**src/rtl/psum_accum_pkg.sv**
```systemverilog
// Shared definitions for the partial-sum accumulator.
package psum_accum_pkg;

    localparam int unsigned BW      = 8;
    localparam int unsigned BW_PSUM = 2 * BW + 4;
    localparam int unsigned ACC_EXT = 4;
    localparam int unsigned ACC_BW  = BW_PSUM + ACC_EXT;

    typedef enum logic {
        IDLE = 1'b0,
        ACC  = 1'b1
    } state_t;

    // Sign-extend an incoming partial sum to accumulator width.
    function automatic logic signed [ACC_BW-1:0] sext(input logic signed [BW_PSUM-1:0] p);
        return {{ACC_EXT{p[BW_PSUM-1]}}, p};
    endfunction

endpackage

```
**src/rtl/psum_accum.sv**
```systemverilog
// Temporal accumulator: sums cfg_len consecutive MAC partial sums into one
// wider result, optionally ReLU-clamped, and holds it on a valid/ready output.
module psum_accum
    import psum_accum_pkg::*;
#(
    parameter int unsigned bw      = BW,
    parameter int unsigned bw_psum = 2 * bw + 4,
    parameter int unsigned acc_ext = ACC_EXT,
    parameter int unsigned acc_bw  = bw_psum + acc_ext
) (
    input  logic                      clk,
    input  logic                      reset_n,
    input  logic [acc_ext:0]          cfg_len,
    input  logic                      cfg_relu,
    input  logic                      in_valid,
    output logic                      in_ready,
    input  logic signed [bw_psum-1:0] in_psum,
    output logic                      out_valid,
    input  logic                      out_ready,
    output logic signed [acc_bw-1:0]  out_sum,
    output logic                      busy
);

    localparam logic [acc_ext:0] LEN_MAX = (acc_ext + 1)'(1 << acc_ext);

    state_t                    state, state_nxt;
    logic signed [acc_bw-1:0]  acc;
    logic [acc_ext:0]          cnt;
    logic [acc_ext:0]          len_q;
    logic                      relu_q;

    logic                      accept;
    logic                      xfer;
    logic                      finalise;
    logic [acc_ext:0]          len_clamped;
    logic [acc_ext:0]          len_eff;
    logic                      relu_eff;
    logic signed [acc_bw-1:0]  sum;

    assign in_ready = !(out_valid && !out_ready);
    assign accept   = in_valid && in_ready;
    assign xfer     = out_valid && out_ready;
    assign busy     = (state == ACC);

    // Group length/ReLU come straight from cfg_* on the first beat (IDLE keeps
    // cnt at 0), so one end-of-group compare serves both states.
    always_comb begin
        len_clamped = cfg_len;
        if (cfg_len == '0)
            len_clamped = (acc_ext + 1)'(1);
        else if (cfg_len > LEN_MAX)
            len_clamped = LEN_MAX;

        len_eff   = (state == IDLE) ? len_clamped : len_q;
        relu_eff  = (state == IDLE) ? cfg_relu    : relu_q;
        sum       = (state == IDLE) ? sext(in_psum) : acc + sext(in_psum);
        finalise  = accept && (cnt == len_eff - (acc_ext + 1)'(1));

        state_nxt = state;
        if (accept)
            state_nxt = finalise ? IDLE : ACC;
    end

    // State register.
    always_ff @(posedge clk) begin
        if (!reset_n)
            state <= IDLE;
        else
            state <= state_nxt;
    end

    // Accumulator, beat counter, latched group configuration.
    always_ff @(posedge clk) begin
        if (!reset_n) begin
            acc    <= '0;
            cnt    <= '0;
            len_q  <= '0;
            relu_q <= 1'b0;
        end else if (accept) begin
            acc <= sum;
            cnt <= finalise ? '0 : cnt + (acc_ext + 1)'(1);
            if (state == IDLE) begin
                len_q  <= len_clamped;
                relu_q <= cfg_relu;
            end
        end
    end

    // Output register: a finalise reloads it even while the old result leaves.
    always_ff @(posedge clk) begin
        if (!reset_n) begin
            out_sum   <= '0;
            out_valid <= 1'b0;
        end else if (finalise) begin
            out_sum   <= (relu_eff && sum[acc_bw-1]) ? '0 : sum;
            out_valid <= 1'b1;
        end else if (xfer) begin
            out_valid <= 1'b0;
        end
    end

endmodule

```
**config.mk**
```make
export PLATFORM = sky130hd
export DESIGN_NAME = psum_accum
export DESIGN_NICKNAME = d
export VERILOG_FILES = /design/src/rtl/psum_accum_pkg.sv /design/src/rtl/psum_accum.sv
export SDC_FILE = /design/constraint.sdc
export NUM_CORES = 1
export LEC_CHECK = 0
export CAP_MARGIN = 20
export CORE_UTILIZATION = 45
export DETAILED_ROUTE_END_ITERATION = 12
export GPL_TIMING_DRIVEN = 0
export PLACE_DENSITY = 0.78
export SETUP_SLACK_MARGIN = 0.3
export SLEW_MARGIN = 30
export SYNTH_ARGS = -nofsm -noshare
export SYNTH_HDL_FRONTEND = slang
export SYNTH_SLANG_ARGS = --single-unit
```
**constraint.sdc**
```tcl
create_clock -name clk -period 6 [get_ports clk]
set_input_delay 1.2 -clock clk [delete_from_list [all_inputs] [get_ports clk]]
set_output_delay 1.2 -clock clk [all_outputs]
set_load 0.05 [all_outputs]
```
==> results_dict.tcl <==
set metrics [dict create \
    cts_setup_buffers 0 \
    drt_iter0_drc 226 \
    rows 34 \
    coreArea_um2 8680 \
    drive_above_1_share 0.0768 \
    setup_viol 0 \
    final_cell_mix "61 x dfxtp_1, 55 x clkdlybuf4s50_1, 47 x nand2_1, 37 x nor2_1, 34 x a21oi_1" \
    cts_tree "yes" \
    leakagePower_nw 1.92 \
    crit_start "cfg_len[4]" \
    ys_ff_latch 61 \
    hp-class "reg2reg" \
    drt_pass1_iterations 5 \
    wire_per_inst_um 16.5 \
    cts_buffers 9 \
    die_h_um 96.3 \
    num_io_pins 57 \
    antenna_found_initial 0 \
    min_from "out_sum[1]" \
    die_w_um 96.3 \
    startpoint_type "primary input" \
    htreeDepth 3 \
    clock_path_buffers 2 \
    hold_ws_ns 0.446 \
    drv_cap 0 \
    grt_usage 0.254 \
    hold_viol_final 0 \
    grt_max_degree 11 \
    arrival_ns 4.28 \
    synth_warnings 0 \
    drc 0 \
    die-area_um2 9270 \
    max_freq_ghz 0.248 \
    yosysSeqAreaShare 0.305 \
    routed_wl_um 11000 \
    worst_pin_slew_ns 0.670 \
    vias 3972 \
    setup_tns_ns 0 \
    grt_pass1_wl_um 17900 \
    final_common_cell "dfxtp_1" \
    grt_overflow 0 \
    synth_cells 489 \
    placed_cells 652 \
    cp.required_ns 6.24 \
    power_density_nw_per_um2 234 \
    r2r-start "busy" \
    antenna_cells 0 \
    ys.flop_type "dfxtp_1" \
    cp_max_fo 10 \
    clk_pin_slew_ns 0.07 \
    place_hpwl_um 7930 \
    cts.sinks 61 \
    peakVddDrop_mv 0.123 \
    slew_viol_final 0 \
    async_flop_share 0 \
    syn_avg_cell_area_um2 8.18 \
    gp_congestion 0.944 \
    synth.distinct_cells 69 \
    fin_skew_ns 0.00795 \
    viasPerCell 5.95 \
    synth_nets 545 \
    final_antenna_net_count 0 \
    min_period_ns 4.04 \
    syn_area_um2 4000 \
    root_buffer "clkbuf_8" \
    status "finished clean" \
    synth_enable_flop_cells 0 \
    nets 611 \
    fin_cells 668 \
    clkLatencyLatePin_ns 0.35 \
    grt_pass1_vias 3852 \
    ctsHoldBuffers 0 \
    fin_crit_sh 0.673 \
    crit_type "in2reg" \
    cts_resized 0 \
    end_kind "flip-flop" \
    port-buffer-count 55 \
    synthToLayoutAreaGrowth_pct 22.0 \
    rsz0062_at_grt "false" \
    start_util 0.461 \
    slew_headroom 0.553 \
]
==> worst max-delay path: stages <==
cell             delay [ns]
clkdlybuf4s50_1        0.53
or3b_2                 0.50
and2_1                 0.19
ha_1                   0.29
xor2_1                 0.17
nand3_1                0.09
a2111oi_0              0.43
a31o_2                 0.24
a21oi_2                0.11
clkbuf_1               0.29
nand2_1                0.15
o21ai_1                0.07
==> per-stage QoR <==
stage                util  total power, mW  cell area [um^2]  setup WS (ns)
floorplan               -            0.687              4000           2.49
global placement    0.540            0.766              4690           1.72
detailed placement  0.540            0.773              4690           1.61
CTS                 0.562             1.15              4880           1.96
global route        0.562             1.20              4880           1.76
finish              0.562             1.14              4880           1.96
==> routing by layer <==
layer | track usage | routed length (um)
met1 | 0.312 | 4970
met2 | 0.425 | 5150
met3 | 0.0474 | 548
met4 | 0.119 | 327
met5 | 0 | 0
==> cell families after synthesis <==
kind of cell,share of synthesized area
DFF,0.305
and+or+nand+nor,0.202
adders and majority gates,0.0832
buffers and inverters,0.0441
AOI/OAI and AO/OA,0.287
muxes,0.0413
xor gates and xnor gates,0.0372
==> power by group <==
part	switching (mW)	leakage, nW	internal, mW
sequential	0.0143	0.499	0.426
combinational	0.194	1.33	0.135
clock	0.170	0.0964	0.202
total	0.379	1.92	0.764
==> Yosys cell counts, drive strengths merged (6+ instances only) <==
cell / number / area [um^2]
clkbuf: 17 / 63.8
o21a: 6 / 45.0
ha: 25 / 313
mux2i: 15 / 150
nand2: 48 / 183
dfxtp: 61 / 1220
xnor2: 9 / 78.8
o211ai: 7 / 57.6
a211oi: 20 / 160
xor2: 8 / 70.1
nor2: 37 / 139
a21o: 7 / 52.6
nand4: 7 / 43.8
nor3: 14 / 70.1
nand3: 15 / 75.1
buf: 8 / 56.3
a21oi: 36 / 188
and3: 6 / 37.5
nor2b: 9 / 56.3
inv: 15 / 56.3
and2: 8 / 50.1
o21ai: 44 / 224
a31oi: 9 / 56.3
==> registers in the layout (all words and copies together) (netlist names) <==
signal     flops
relu_q         1
busy           1
acc           24
len_q          5
out_valid      1
out_sum       24
cnt            5
==> final timing paths <==
check             cells after the start  slack [ns]           to
hold reg to reg                       2        0.45   out_sum[1]
setup / recovery                     12        1.96  out_sum[10]
hold / removal                        2        0.45   out_sum[1]
setup reg to reg                     13        2.89  out_sum[10]
==> final cells by class <==
class                      count  area, um^2
multi-input combinational    388        2600
buffer                        25         120
timing repair buffer          55         551
tap                          108         135
inverter                      15        56.3
clock inverter                 4        47.5
sequential                    61        1220
fill                         798        3800
clock buffer                  12         145
(Power assumes the default switching activity.)
